<file path="config.mk">
export PLATFORM = sky130hd
export DESIGN_NAME = bcd_convert_ctrl_flat
export DESIGN_NICKNAME = d
export VERILOG_FILES = /design/src/rtl/bcd_convert_ctrl_pkg.sv /design/src/rtl/bcd_convert_ctrl_if.sv /design/src/rtl/bcd_convert_ctrl_add3.sv /design/src/rtl/bcd_convert_ctrl.sv /design/src/flat_wrapper.sv
export SDC_FILE = /design/constraint.sdc
export NUM_CORES = 1
export LEC_CHECK = 0
export ABC_AREA = 1
export BUFFER_PORTS_ARGS = -buffer_cell sky130_fd_sc_hd__buf_2
export CORE_MARGIN = 2
export CORE_UTILIZATION = 40
export DETAILED_ROUTE_END_ITERATION = 6
export HOLD_SLACK_MARGIN = 0.08
export PLACE_DENSITY = 0.61
export SLEW_MARGIN = 20
export SYNTH_ARGS = -nofsm -noshare
export SYNTH_HDL_FRONTEND = slang
export SYNTH_HIERARCHICAL = 1
export SYNTH_SLANG_ARGS = --single-unit
</file>
<file path="constraint.sdc">
create_clock -name clk -period 1.6 [get_ports clk]
set_clock_uncertainty 0.15 [all_clocks]
set_input_delay 0 -clock clk [delete_from_list [all_inputs] [get_ports clk]]
set_output_delay 0 -clock clk [all_outputs]
set_load 0.005 [all_outputs]
</file>
<file path="src/rtl/bcd_convert_ctrl_pkg.sv">
// Shared definitions for the binary-to-BCD converter: FSM state encodings and the BCD digit width.
package bcd_convert_ctrl_pkg;

  localparam int unsigned BcdDigitW = 4;

  // Code 2'd3 is unused and recovers to StIdle.
  typedef enum logic [1:0] {
    StIdle  = 2'd0,
    StShift = 2'd1,
    StDone  = 2'd2
  } state_e;

endpackage

</file>
<file path="src/rtl/bcd_convert_ctrl_if.sv">
// Request/result bundle between a requester (master) and the BCD converter (slave).
interface bcd_convert_ctrl_if
  import bcd_convert_ctrl_pkg::*;
#(
  parameter int unsigned BIN_W  = 8,
  parameter int unsigned DIGITS = 3
);

  logic                          start;
  logic [BIN_W-1:0]              bin_in;
  logic                          busy;
  logic                          done;
  logic [BcdDigitW*DIGITS-1:0]   bcd_out;
  logic                          ovf;

  modport master (
    output start, bin_in,
    input  busy, done, bcd_out, ovf
  );

  modport slave (
    input  start, bin_in,
    output busy, done, bcd_out, ovf
  );

endinterface

</file>
<file path="src/rtl/bcd_convert_ctrl_add3.sv">
// Per-digit corrector for shift-and-add-3: digits of 5 or more get +3 before the shift.
module bcd_convert_ctrl_add3
  import bcd_convert_ctrl_pkg::*;
(
  input  logic [BcdDigitW-1:0] i_digit,
  output logic [BcdDigitW-1:0] o_digit
);

  always_comb begin
    o_digit = i_digit;
    if (i_digit >= 4'd5) begin
      o_digit = i_digit + 4'd3;
    end
  end

endmodule

</file>
<file path="src/rtl/bcd_convert_ctrl.sv">
// Sequential binary-to-BCD converter: one shift per cycle for BIN_W cycles, then a done pulse
// with registered packed BCD and an overflow flag.
module bcd_convert_ctrl
  import bcd_convert_ctrl_pkg::*;
#(
  parameter int unsigned BIN_W  = 8,
  parameter int unsigned DIGITS = 3
) (
  input  logic              clk,
  input  logic              rst,
  bcd_convert_ctrl_if.slave bus
);

  localparam int unsigned BcdW = BcdDigitW * DIGITS;
  localparam int unsigned CntW = $clog2(BIN_W);
  localparam logic [CntW-1:0] CntLast = CntW'(BIN_W - 1);

  state_e            r_state;
  logic [BIN_W-1:0]  r_bin;
  logic [BcdW-1:0]   r_bcd;
  logic [CntW-1:0]   r_cnt;
  logic              r_ovf_acc;
  logic              r_busy;
  logic              r_done;
  logic [BcdW-1:0]   r_bcd_out;
  logic              r_ovf;

  logic [BcdW-1:0]   w_corr;
  logic [BcdW-1:0]   w_bcd_nxt;
  logic              w_ovf_nxt;

  for (genvar g = 0; g < DIGITS; g++) begin : g_digit
    bcd_convert_ctrl_add3 u_add3 (
      .i_digit (r_bcd[g*BcdDigitW +: BcdDigitW]),
      .o_digit (w_corr[g*BcdDigitW +: BcdDigitW])
    );
  end

  // Corrected accumulator shifted left with the next binary MSB; the bit leaving the top digit
  // means the value does not fit in DIGITS digits.
  assign w_bcd_nxt = {w_corr[BcdW-2:0], r_bin[BIN_W-1]};
  assign w_ovf_nxt = r_ovf_acc | w_corr[BcdW-1];

  always_ff @(posedge clk) begin
    if (rst) begin
      r_state   <= StIdle;
      r_bin     <= '0;
      r_bcd     <= '0;
      r_cnt     <= '0;
      r_ovf_acc <= 1'b0;
      r_busy    <= 1'b0;
      r_done    <= 1'b0;
      r_bcd_out <= '0;
      r_ovf     <= 1'b0;
    end else begin
      case (r_state)
        StIdle: begin
          if (bus.start) begin
            r_bin     <= bus.bin_in;
            r_bcd     <= '0;
            r_cnt     <= '0;
            r_ovf_acc <= 1'b0;
            r_busy    <= 1'b1;
            r_state   <= StShift;
          end
        end
        StShift: begin
          r_bcd     <= w_bcd_nxt;
          r_bin     <= {r_bin[BIN_W-2:0], 1'b0};
          r_ovf_acc <= w_ovf_nxt;
          if (r_cnt == CntLast) begin
            r_busy    <= 1'b0;
            r_done    <= 1'b1;
            r_bcd_out <= w_bcd_nxt;
            r_ovf     <= w_ovf_nxt;
            r_state   <= StDone;
          end else begin
            r_cnt <= r_cnt + CntW'(1);
          end
        end
        StDone: begin
          r_done  <= 1'b0;
          r_state <= StIdle;
        end
        default: begin
          r_busy  <= 1'b0;
          r_done  <= 1'b0;
          r_state <= StIdle;
        end
      endcase
    end
  end

  assign bus.busy    = r_busy;
  assign bus.done    = r_done;
  assign bus.bcd_out = r_bcd_out;
  assign bus.ovf     = r_ovf;

endmodule

</file>
<file path="src/flat_wrapper.sv">
// flat-port wrapper written by rule: the top's interface ports become plain ports
module bcd_convert_ctrl_flat import bcd_convert_ctrl_pkg::*;
#(
  parameter int unsigned BIN_W  = 8,
  parameter int unsigned DIGITS = 3
)
  (clk, rst, bus_start, bus_bin_in, bus_busy, bus_done, bus_bcd_out, bus_ovf);
  bcd_convert_ctrl_if #(.BIN_W(BIN_W), .DIGITS(DIGITS)) bus_i ();
  input  logic clk;
  input  logic rst;
  input wire logic [$bits(bus_i.start)-1:0] bus_start;
  input wire logic [$bits(bus_i.bin_in)-1:0] bus_bin_in;
  output wire logic [$bits(bus_i.busy)-1:0] bus_busy;
  output wire logic [$bits(bus_i.done)-1:0] bus_done;
  output wire logic [$bits(bus_i.bcd_out)-1:0] bus_bcd_out;
  output wire logic [$bits(bus_i.ovf)-1:0] bus_ovf;
  assign bus_i.start = bus_start;
  assign bus_i.bin_in = bus_bin_in;
  assign bus_busy = bus_i.busy;
  assign bus_done = bus_i.done;
  assign bus_bcd_out = bus_i.bcd_out;
  assign bus_ovf = bus_i.ovf;
  bcd_convert_ctrl #(.BIN_W(BIN_W), .DIGITS(DIGITS)) u_core (.clk(clk), .rst(rst), .bus(bus_i));
endmodule
</file>
* Word-level counts from Yosys, hierarchy flattened
Index checks and enable logic that the tools add are counted.
** Operators by class
- Magnitude comparators :: 3
- Muxes and demuxes :: 20
- Bitwise logic cells :: 3
- Eq/ne operators :: 6
- Reductions and logical operators :: 8
- Add/subtract/negate cells :: 4
** Operators with widths (count)
- case mux 12 bit (2 select lines) :: 1
- case mux 8 bit (2 select lines) :: 1
- adder 4 x 2 -> 4 bit (second input constant) :: 3
- greater-or-equal comparator 4 x 3 -> 1 bit (second input constant) :: 3
- two-way mux 12 bit :: 1
- two-way mux 4 bit :: 3
- two-way mux 8 bit :: 1
- AND reduction 2 bit :: 4
- two-way mux 3 bit :: 2
- case mux 3 bit (2 select lines) :: 1
- AND reduction 3 bit :: 2
- two-way mux 1 bit :: 4
- two-way mux 2 bit :: 2
- inequality test 2 bit (second input constant) :: 2
- case mux 1 bit (2 select lines) :: 2
- case mux 2 bit (2 select lines) :: 1
- adder 3 x 1 -> 3 bit (second input constant) :: 1
- == test 3 bit (second input constant) :: 1
- case mux 1 bit (3 select lines) :: 1
- == test 2 x 1 -> 1 bit (second input constant) :: 1
- == test 2 bit (second input constant) :: 1
- zero test 2 bit :: 1
- inequality test 2 x 1 -> 1 bit (second input constant) :: 1
- NOT 1 bit :: 2
- 2 further kinds :: 2
** Word-level totals
- Output and inout port bits :: 15
- Register bits :: 41

* Depth between registers and ports, before layout
Gate-level depths: netlist of the first run.
- Depth after elaboration :: 4
- Mapped depth :: 9
- Mapped depth without buffers :: 9

* Modules after synthesis
Netlist of the first run, hierarchy kept.
** Modules (own cells, without submodules)
- bcd_convert_ctrl :: cells an instance 220, times used 1, sequential area each 820.8 µm², area each 1647.8 µm²
- bcd_convert_ctrl_add3 :: cells an instance 23, times used 3, sequential area each 0.0 µm², area each 135.1 µm²

* Worst setup path before layout of the first run
No wires, ideal clock.
- Kind :: reg2reg
- Start point :: register u_core.r_bcd[9]
- End point :: register u_core.r_ovf, in the netlist u_core/bus.ovf
- Library setup time :: 0.116 ns
- Arrival time :: 1.261 ns
- Setup slack :: 0.073 ns
- Period minus slack after synthesis :: 1.527 ns
- Cell stages (with the launch flop) :: 10
- Path through :: dfxtp_1 inv_1 ha_1 nand2_1 nand2_2 nor2_4 a21oi_2 or2_2 nor2_1 nor2_1
** On the way
- Longest elaborated chain between the ends :: 3
- Elaborated cells between the ends (all ways) :: 4
- Those cells by class :: 1 x add/sub; 1 x order compare; 1 x mux; 1 x bitwise
** Ends and longest elaborated chain
- from (decl) :: RTL line bcd_convert_ctrl.sv:20 : logic [BcdW-1:0] r_bcd;
- from (signal assigned) :: RTL line bcd_convert_ctrl.sv:68 : r_bcd <= w_bcd_nxt;
- adder 4 x 2 -> 4 bit / greater-or-equal comparator 4 x 3 -> 1 bit (equally long branches) :: RTL line bcd_convert_ctrl_add3.sv:12, bcd_convert_ctrl_add3.sv:11
- two-way mux 4 bit * :: RTL line bcd_convert_ctrl_add3.sv:11 : if (i_digit >= 4'd5) begin
- named net u_core.w_corr[11] :: RTL line bcd_convert_ctrl.sv:28 : logic [BcdW-1:0] w_corr;
- bitwise OR 1 bit * :: RTL line bcd_convert_ctrl.sv:42 : assign w_ovf_nxt = r_ovf_acc | w_corr[BcdW-1];
- to (signal assigned) :: RTL line bcd_convert_ctrl.sv:75 : r_ovf <= w_ovf_nxt;
- to (decl) :: RTL line bcd_convert_ctrl.sv:26 : logic r_ovf;
The timed path passes the listed nets; every way through them passes the cells marked *.
A chain may end at the register's enable or synchronous reset.

* Worst setup path in the final report of the first run
Ends and elaborated chain as after synthesis.

==> results.py, run 1 <==
metrics = {
    "clock_tree": {
        "cts_tree": "done",
        "ctsLongestPathBuffers": 2,
        "cts.reportedPaths.clkPinSlew_ps": 80,
        "numCtsBuffers": 5,
        "cts_sinks": 41,
        "clockRootBuffer": "clkbuf_8",
        "htreeDepth": 2,
        "clk_latency_ps": 290,
    },
    "sta": {
        "min_period_ps": 1510,
        "hold_viol": 0,
        "fin_crit_sh_pct": 94.3,
        "hold_ws_ps": 318,
        "maxSlewViolCount": 0,
        "fin_setup_tns_ps": 0,
        "finalSetupViolCount": 0,
        "max_freq_mhz": 663,
        "rsz0062_at_grt": "true",
        "worst_slew_pin_slew_ps": 282,
        "max-slew-margin-rel_pct": 81.2,
    },
    "detailed_routing": {
        "drc": 0,
        "drtPass1Iterations": 4,
        "wl_per_cell_um": 10.6,
        "drt-vias-per-instance": 4.56,
        "wl_mm": 4.26,
        "ant_nets": 0,
        "first_iter_violations": 70,
        "vias": 1834,
    },
    "global_route": {
        "globalRoute.busiestLayer": "met2",
        "use_met1_pct": 21.6,
        "grt_usage_pct": 16.8,
        "grt_pass1_vias": 1726,
        "antenna_found_initial": 0,
        "overflow": 0,
        "use_met3_pct": 3.57,
        "grt_pass1_wl_mm": 7.47,
        "use_met2_pct": 28.0,
        "grt_max_degree": 21,
    },
    "yosys": {
        "ys_top_cells_by_count": "93 x nand2_1, 41 x dfxtp_1, 35 x nor2_1",
        "syn_area_per_cell_um2": 7.10,
        "synth.most_common_cell": "nand2_1",
        "syn_inst": 289,
        "yosys.area.top_type_share_pct": 40.0,
        "yosys-top-cells-area": "dfxtp_1 40%, nand2_1 17%, nor2_1 6.4%",
        "synth-seq-cells": 41,
        "syn-num-nets": 308,
        "synth_flop_cell": "dfxtp_1",
        "syn-cell-area_um2": 2050,
        "yosys.area.top_type": "dfxtp_1",
        "yosys_warnings": 6,
        "synth-seq-area-share_pct": 40.0,
        "yosysUniqueCellTypes": 23,
        "synth_edf_count": 0,
        "async_flop_share_pct": 0,
    },
    "place": {
        "place_area_um2": 2280,
        "io_buffers": 25,
        "place_hpwl_mm": 2.99,
        "dpl.cell_count": 383,
        "gp_congestion": 0.839,
    },
    "min_path": {
        "hold_class": "reg -> reg",
        "min_delay_worst_endpoint": "u_core/bus.bcd_out[1]$_SDFFE_PP0P_",
        "min_from": "u_core/bus.bcd_out[1]$_SDFFE_PP0P_",
        "worstHoldPathCells": 2,
    },
    "worst_setup_path": {
        "reg2reg_to": "u_core/bus.ovf$_SDFFE_PP0P_",
        "reg2reg_from": "u_core/r_bcd[9]$_SDFFE_PP0P_",
        "cp_max_fo": 4,
        "cp_data_arrival_time_ps": 1540,
        "rrSetupSlack_ps": 90,
        "start_kind": "register",
        "critPathCaptureType": "register",
        "reg2reg_depth": 9,
        "cp.required_ps": 1630,
        "crit_type": "reg -> reg",
    },
    "floorplan": {
        "die_y_um": 75.6,
        "core_area_um2": 5040,
        "floorplan.die.width_um": 75.6,
        "die_area_um2": 5720,
        "row_count": 26,
        "start_util_pct": 40.7,
        "ios": 26,
    },
    "status": {
        "status": "completed",
    },
    "layout": {
        "drive_gt1_share_pct": 25.3,
        "syn2layout_area_growth_pct": 21.6,
        "diodes": 0,
        "final_nets": 350,
        "final_area_um2": 2500,
        "fin_cells": 402,
    },
    "pwr": {
        "p_int_mw": 1.43,
        "power_density_nw_per_um2": 755,
        "p_comb_share_pct": 9.4,
        "p_seq_share_pct": 56.4,
        "ir_drop_uv": 464,
        "p_leak_nw": 1.15,
        "clkPwrFrac_pct": 34.2,
        "p_sw_share_pct": 24.0,
        "p_switching_uw": 451,
    },
    "job": {
        "drv_cap": 0,
    },
}
## kinds of logic (layout without fill, tap and decap cells)
group / after synthesis / after routing / synth area share (%)
compound gates: 38 / 38 / 10.4
fa+ha+maj: 8 / 8 / 4.88
flops: 41 / 41 / 40.0
simple gates: 171 / 171 / 37.7
buf+inv: 31 / 74 / 7.13
## layout make-up
type / count / area (µm²)
tap: 70 / 87.6
multi-input combinational: 217 / 1100
timing repair buffer: 45 / 313
fill: 502 / 2550
inverter: 21 / 91.3
clock buffer: 8 / 80.1
sequential: 41 / 826
## per-layer routing
metal,vias up,routed length (µm)
li1,995,-
met1,802,2100
met2,35,2000
met3,2,136
met4,0,17
met5,-,0
## how the worst max path moves through the flow
stage,cells after the start,endpoint,startpoint,slack [ps]
detailed placement,9,u_core/bus.ovf$_SDFFE_PP0P_,u_core/r_bcd[9]$_SDFFE_PP0P_,20
floorplan,9,u_core/bus.ovf$_SDFFE_PP0P_,u_core/r_bcd[9]$_SDFFE_PP0P_,70
global route,9,u_core/bus.ovf$_SDFFE_PP0P_,u_core/r_bcd[9]$_SDFFE_PP0P_,-30
finish,9,u_core/bus.ovf$_SDFFE_PP0P_,u_core/r_bcd[9]$_SDFFE_PP0P_,90
global placement,8,u_core/bus.ovf$_SDFFE_PP0P_,u_core/r_bcd[8]$_SDFFE_PP0P_,50
CTS,8,u_core/bus.ovf$_SDFFE_PP0P_,u_core/r_bcd[8]$_SDFFE_PP0P_,3
## power by group through the flow
stage,clock (mW),sequential (mW),combinational [mW]
2_1_floorplan,0,1.08,0.114
3_3_place_gp,0,1.08,0.160
5_1_grt,0.712,1.07,0.202
3_5_place_dp,0,1.09,0.160
4_1_cts,0.674,1.06,0.179
6_report,0.644,1.06,0.177
## through the flow
stage | worst slack, ps | util (%) | power [mW]
after global routing | -29.6 | 49.5 | 1.98
final | 91.2 | 49.5 | 1.88
after CTS | 3.36 | 48.8 | 1.91
after floorplan | 72.8 | - | 1.19
after global placement | 49.4 | 45.2 | 1.24
after detailed placement | 18.4 | 45.2 | 1.25
## layout by cell type, fill, tap and decap left out, drive strengths merged
cell,netlist,layout
dfxtp,41,41
nand2,107,107
o21ai,19,19
nand3,20,20
buf,9,35
clkbuf,1,8
a21oi,19,19
nor2,43,43
inv,21,21
or2,1,1
ha,8,8
dlygate4sd3,0,10
## repair_timing
action | CTS | global route
buffers inserted | 0 | 1
endpoints found under the setup margin | 0 | 20
hold endpoints to repair | 30 | 0
hold buffers | 10 | 0
resized for setup | 0 | 17
## worst max-delay path, stage by stage, from the launching register on
cell     delay [ps]
dfxtp_2         340
inv_2            50
ha_1            170
nand2_1          70
nand2_2          70
nor2_4          160
a21oi_2          40
or2_4           240
nor2_4           80
nor2_1           40
## flip-flops by register name, indices dropped and copies added (netlist names)
| signal | cells |
|---|---|
| u_core/bus.busy | 1 |
| u_core/bus.done | 1 |
| u_core/r_bcd | 12 |
| u_core/r_state | 2 |
| u_core/r_bin | 8 |
| u_core/r_cnt | 3 |
| u_core/bus.bcd_out | 12 |
| u_core/bus.ovf | 1 |
| u_core/r_ovf_acc | 1 |
Power figures use the tool's default switching activity.
==> run 2, diff against run 1 <==
--- a/config.mk
+++ b/config.mk
@@ -8,4 +8,5 @@
 export ABC_AREA = 1
 export BUFFER_PORTS_ARGS = -buffer_cell sky130_fd_sc_hd__buf_2
+export CORE_ASPECT_RATIO = 1.2
 export CORE_MARGIN = 2
 export CORE_UTILIZATION = 40
==> constraint.sdc (replaced) <==
create_clock -name clk -period 1.6 [get_ports clk]
set_clock_uncertainty 0.15 [all_clocks]
set_input_delay 0.32 -clock clk [delete_from_list [all_inputs] [get_ports clk]]
set_output_delay 0.32 -clock clk [all_outputs]
set_load 0.005 [all_outputs]
==> results.py, run 2 (synthesized netlist as in run 1, its figures left out) <==
metrics = {
    "min_path": {
        "hold_class": "in -> reg",
    },
    "place": {
        "place_area_um2": 2270,
        "gp_congestion": 0.890,
        "place_hpwl_mm": 3.15,
        "dpl.cell_count": 375,
        "io_buffers": 25,
    },
    "worst_setup_path": {
        "crit_type": "reg -> reg",
        "cpMostUsedCell": "nor2_1",
        "slowest_stage": "dfxtp_2",
        "max_stage_delay_ps": 330,
        "cp_max_fo": 4,
        "cp_data_arrival_time_ps": 1550,
        "path_cells": "inv_1, ha_1, nand2_1, nand2_2, nor2_4, a21oi_2, or2_4, nor2_1, nor2_1",
        "cp.required_ps": 1640,
        "start_kind": "register",
        "critPathCaptureType": "register",
    },
    "pwr": {
        "p_leak_nw": 1.12,
        "totalPowerFinal_mw": 1.88,
        "power_density_nw_per_um2": 792,
        "ir_drop_uv": 404,
    },
    "layout": {
        "final_common_cell": "nand2_1",
        "fin_cells": 384,
        "layout_common_cells": "93 x nand2_1, 38 x dfxtp_1, 35 x nor2_1",
        "diodes": 0,
        "finish.utilization_pct": 48.1,
        "drive_gt1_share_pct": 25.9,
        "fill_cells": 516,
        "final_nets": 342,
        "final_area_um2": 2380,
        "syn2layout_area_growth_pct": 15.7,
    },
    "clock_tree": {
        "clk_latency_ps": 290,
        "cts_tree": "done",
        "cts_sinks": 41,
        "numCtsBuffers": 5,
        "cts.reportedPaths.clkPinSlew_ps": 80,
        "clockRootBuffer": "clkbuf_8",
        "htreeDepth": 2,
        "ctsLongestPathBuffers": 2,
        "cts_hold_buf": 0,
    },
    "floorplan": {
        "floorplan.die.width_um": 69.4,
        "core_area_um2": 4940,
        "ios": 26,
        "row_count": 28,
        "die_y_um": 82.5,
        "start_util_pct": 41.6,
        "die_area_um2": 5720,
    },
    "detailed_routing": {
        "ant_nets": 0,
        "first_iter_violations": 77,
        "wl_per_cell_um": 11.3,
        "drc": 0,
        "drt-vias-per-instance": 4.76,
        "wl_mm": 4.35,
        "vias": 1826,
        "drtPass1Iterations": 4,
    },
    "global_route": {
        "overflow": 0,
        "grt_pass1_wl_mm": 7.20,
        "antenna_found_initial": 0,
        "grt_usage_pct": 15.9,
        "grt_pass1_vias": 1656,
        "grt_max_degree": 15,
    },
    "sta": {
        "finalSetupViolCount": 0,
        "rsz0062_at_grt": "true",
        "min_period_ps": 1510,
        "max-slew-margin-rel_pct": 82.3,
        "max_freq_mhz": 661,
        "maxSlewViolCount": 0,
        "hold_viol": 0,
        "fin_crit_sh_pct": 94.5,
        "worst_slew_pin_slew_ps": 266,
    },
    "status": {
        "status": "completed",
    },
    "job": {
        "drv_cap": 0,
    },
}
run 2: cell count changes in the layout (fill, tap and decap cells not counted), sizes merged:
cell	delta
buf	+2
clkinv	+2
dlygate4sd3	-10
clkbuf	-2
run 2: layer usage:
metal  up-vias  wire length (µm)  track usage, %
met5         -                 0               0
met4         0                65            8.43
met3         7               123            3.28
met2        26              2160            28.6
met1       820              2010            17.8
li1        973                 -               -
run 2: per-stage QoR:
| step | setup slack [ps] | hold WS, ps | setup TNS (ps) |
|---|---|---|---|
| floorplan | 72.8 | 239 | 0 |
| global placement | 64.4 | 303 | 0 |
| detailed placement | 13.0 | 309 | 0 |
| CTS | 5.84 | 103 | 0 |
| global route | -13.5 | 143 | -13.5 |
| finish | 88.3 | 119 | 0 |
run 2: critical path, delay by kind of cell, from the launching register on:
family	cells	cell delay (ps)
compound gates	1	50
fa+ha+maj	1	180
buf+inv	1	60
flops	1	330
simple gates	6	650
run 2: cell type report:
cell class | instances | area [µm²] | area share, %
clock buffer | 6 | 72.6 | 3.05
tap | 60 | 75.1 | 3.16
multi-input combinational | 217 | 1090 | 46.0
sequential | 41 | 825 | 34.7
inverter | 21 | 86.3 | 3.63
timing repair buffer | 37 | 215 | 9.06
clock inverter | 2 | 10.0 | 0.421
run 2: timing repair:
action                     CTS  global route
buffers inserted             0             1
resized for setup            0             9
setup endpoints to repair    0            19
run 2: final timing paths:
| path | cells after the start | from | endpoint | slack [ps] |
|---|---|---|---|---|
| setup / recovery | 9 | u_core/r_bcd[9]$_SDFFE_PP0P_ | u_core/bus.ovf$_SDFFE_PP0P_ | 90 |
| hold / removal | 3 | bus_bin_in[0] | u_core/r_bin[0]$_SDFFE_PP0P_ | 120 |
| setup reg to reg | 9 | u_core/r_bcd[9]$_SDFFE_PP0P_ | u_core/bus.ovf$_SDFFE_PP0P_ | 90 |
| hold reg to reg | 2 | u_core/bus.bcd_out[8]$_SDFFE_PP0P_ | u_core/bus.bcd_out[8]$_SDFFE_PP0P_ | 320 |
run 2: where the power goes:
| group | leakage (nW) | switching, mW | total (mW) | internal, mW |
|---|---|---|---|---|
| clock network | 0.0450 | 0.359 | 0.662 | 0.303 |
| logic | 0.738 | 0.0988 | 0.159 | 0.0600 |
| registers | 0.335 | 0.0166 | 1.06 | 1.05 |
==> run 3, diff against run 2 <==
Settings changed: CAP_MARGIN set to 20, CTS_CLUSTER_DIAMETER set to 80, PLACE_DENSITY 0.61 to 0.63.
==> results.py, run 3 (synthesized netlist as in run 1, its figures left out) <==
metrics = {
    "status": {
        "status": "completed",
    },
    "clock_tree": {
        "clk_latency_ps": 290,
        "cts.reportedPaths.clkPinSlew_ps": 80,
        "clockRootBuffer": "clkbuf_8",
        "htreeDepth": 2,
        "numCtsBuffers": 5,
        "cts_sinks": 41,
        "ctsLongestPathBuffers": 2,
        "cts_tree": "done",
        "cts_hold_buf": 0,
    },
    "sta": {
        "hold_viol": 0,
        "max-slew-margin-rel_pct": 81.7,
        "finalSetupViolCount": 0,
        "hold_ws_ps": 126,
        "max_freq_mhz": 629,
        "min_period_ps": 1590,
        "rsz0062_at_grt": "true",
        "maxSlewViolCount": 0,
        "fin_crit_sh_pct": 99.4,
        "fin_ws_ps": 10.0,
        "worst_slew_pin_slew_ps": 275,
        "fin_setup_tns_ps": 0,
    },
    "worst_setup_path": {
        "cp_max_fo": 4,
        "reg2reg_depth": 9,
        "cp.required_ps": 1640,
        "rrSetupSlack_ps": 10,
        "max_stage_delay_ps": 340,
        "reg2reg_from": "u_core/r_bcd[9]$_SDFFE_PP0P_",
        "reg2reg_to": "u_core/bus.ovf$_SDFFE_PP0P_",
        "cp_data_arrival_time_ps": 1630,
        "slowest_stage": "dfxtp_2",
        "path_buf_inv": 1,
        "crit_type": "reg -> reg",
        "critPathCaptureType": "register",
        "start_kind": "register",
        "cp_top_family": "simple AND/OR/NAND/NOR gates",
        "path_cells": "inv_1, ha_1, nand2_1, nand2_2, nor2_4, a21oi_2, or2_2, nor2_2, nor2_1",
    },
    "floorplan": {
        "start_util_pct": 41.6,
        "die_y_um": 82.5,
        "ios": 26,
        "die_area_um2": 5720,
        "row_count": 28,
        "floorplan.die.width_um": 69.4,
        "core_area_um2": 4940,
    },
    "place": {
        "io_buffers": 25,
        "pre_cts_ws_ps": -0.454,
        "place_area_um2": 2300,
        "gp_congestion": 0.921,
        "dpl.cell_count": 377,
        "place_hpwl_mm": 3.09,
    },
    "job": {
        "drv_cap": 0,
    },
    "global_route": {
        "grt_max_degree": 18,
        "grt_pass1_wl_mm": 7.18,
        "grt_usage_pct": 15.8,
        "antenna_found_initial": 0,
        "overflow": 0,
        "grt_pass1_vias": 1681,
    },
    "layout": {
        "drive_gt1_share_pct": 27.6,
        "diodes": 0,
        "finish.utilization_pct": 49.3,
        "fill_cells": 495,
        "layout_common_cells": "92 x nand2_1, 38 x dfxtp_1, 34 x nor2_1",
        "final_nets": 344,
        "final_area_um2": 2440,
        "fin_cells": 386,
        "final_common_cell": "nand2_1",
        "syn2layout_area_growth_pct": 18.6,
    },
    "min_path": {
        "min_delay_worst_endpoint": "u_core/r_bin[0]$_SDFFE_PP0P_",
        "min_from": "bus_bin_in[0]",
        "hold_class": "in -> reg",
        "worstHoldPathCells": 3,
    },
    "pwr": {
        "ir_drop_uv": 730,
        "p_switching_uw": 462,
        "p_leak_nw": 1.14,
        "p_comb_share_pct": 7.6,
        "clkPwrFrac_pct": 41.3,
        "totalPowerFinal_mw": 2.08,
        "p_int_mw": 1.61,
        "p_seq_share_pct": 51.1,
        "power_density_nw_per_um2": 852,
        "p_sw_share_pct": 22.3,
    },
    "detailed_routing": {
        "first_iter_violations": 61,
        "drtPass1Iterations": 4,
        "vias": 1834,
        "drc": 0,
        "drt-vias-per-instance": 4.75,
        "ant_nets": 0,
        "wl_mm": 4.22,
        "wl_per_cell_um": 10.9,
    },
}
## run 3: power groups by stage
stage               Combinational (mW)  Sequential [mW]  Clock, mW
finish                           0.157             1.06      0.857
global route                     0.181             1.07      0.933
CTS                              0.159             1.06      0.889
detailed placement               0.159             1.09          0
global placement                 0.159             1.09          0
floorplan                        0.114             1.08          0
## run 3: worst max path at each step
stage	to	slack [ps]	start	cells past startpoint
floorplan	u_core/bus.ovf$_SDFFE_PP0P_	70	u_core/r_bcd[9]$_SDFFE_PP0P_	9
global placement	u_core/bus.ovf$_SDFFE_PP0P_	40	u_core/r_bcd[8]$_SDFFE_PP0P_	8
detailed placement	u_core/bus.ovf$_SDFFE_PP0P_	-0.5	u_core/r_bcd[8]$_SDFFE_PP0P_	8
CTS	u_core/bus.ovf$_SDFFE_PP0P_	4	u_core/r_bcd[8]$_SDFFE_PP0P_	8
global route	u_core/bus.ovf$_SDFFE_PP0P_	-80	u_core/r_bcd[9]$_SDFFE_PP0P_	9
finish	u_core/bus.ovf$_SDFFE_PP0P_	10	u_core/r_bcd[9]$_SDFFE_PP0P_	9
## run 3: metal layers
| layer | global-route usage, % | share of wire, % |
|---|---|---|
| met1 | 16.5 | 45 |
| met5 | 0 | 0 |
| met4 | 7.65 | 2.1 |
| met2 | 29.6 | 49 |
| met3 | 4.13 | 3.8 |
## run 3: area by class of cell
cell class                      instances  area, µm²  share of cell area (%)
Multi-Input combinational cell        217       1090                    44.9
Clock buffer                            7       86.3                    3.54
Clock inverter                          1       30.0                    1.23
Timing Repair Buffer                   39        243                    9.96
Sequential cell                        41        825                    33.8
Inverter                               21       83.8                    3.44
Tap cell                               60       75.1                    3.08
## run 3: worst min-delay path, stage by stage
cell	delay [ps]
buf_2	100
nand2_1	50
a21oi_1	50
## run 3: repair_timing
action                     CTS  global route
hold endpoints to repair     0             0
gates cloned                 0             0
setup endpoints to repair    1            17
pin swaps                    0             4
resized for setup            1             9
buffers inserted             0             1
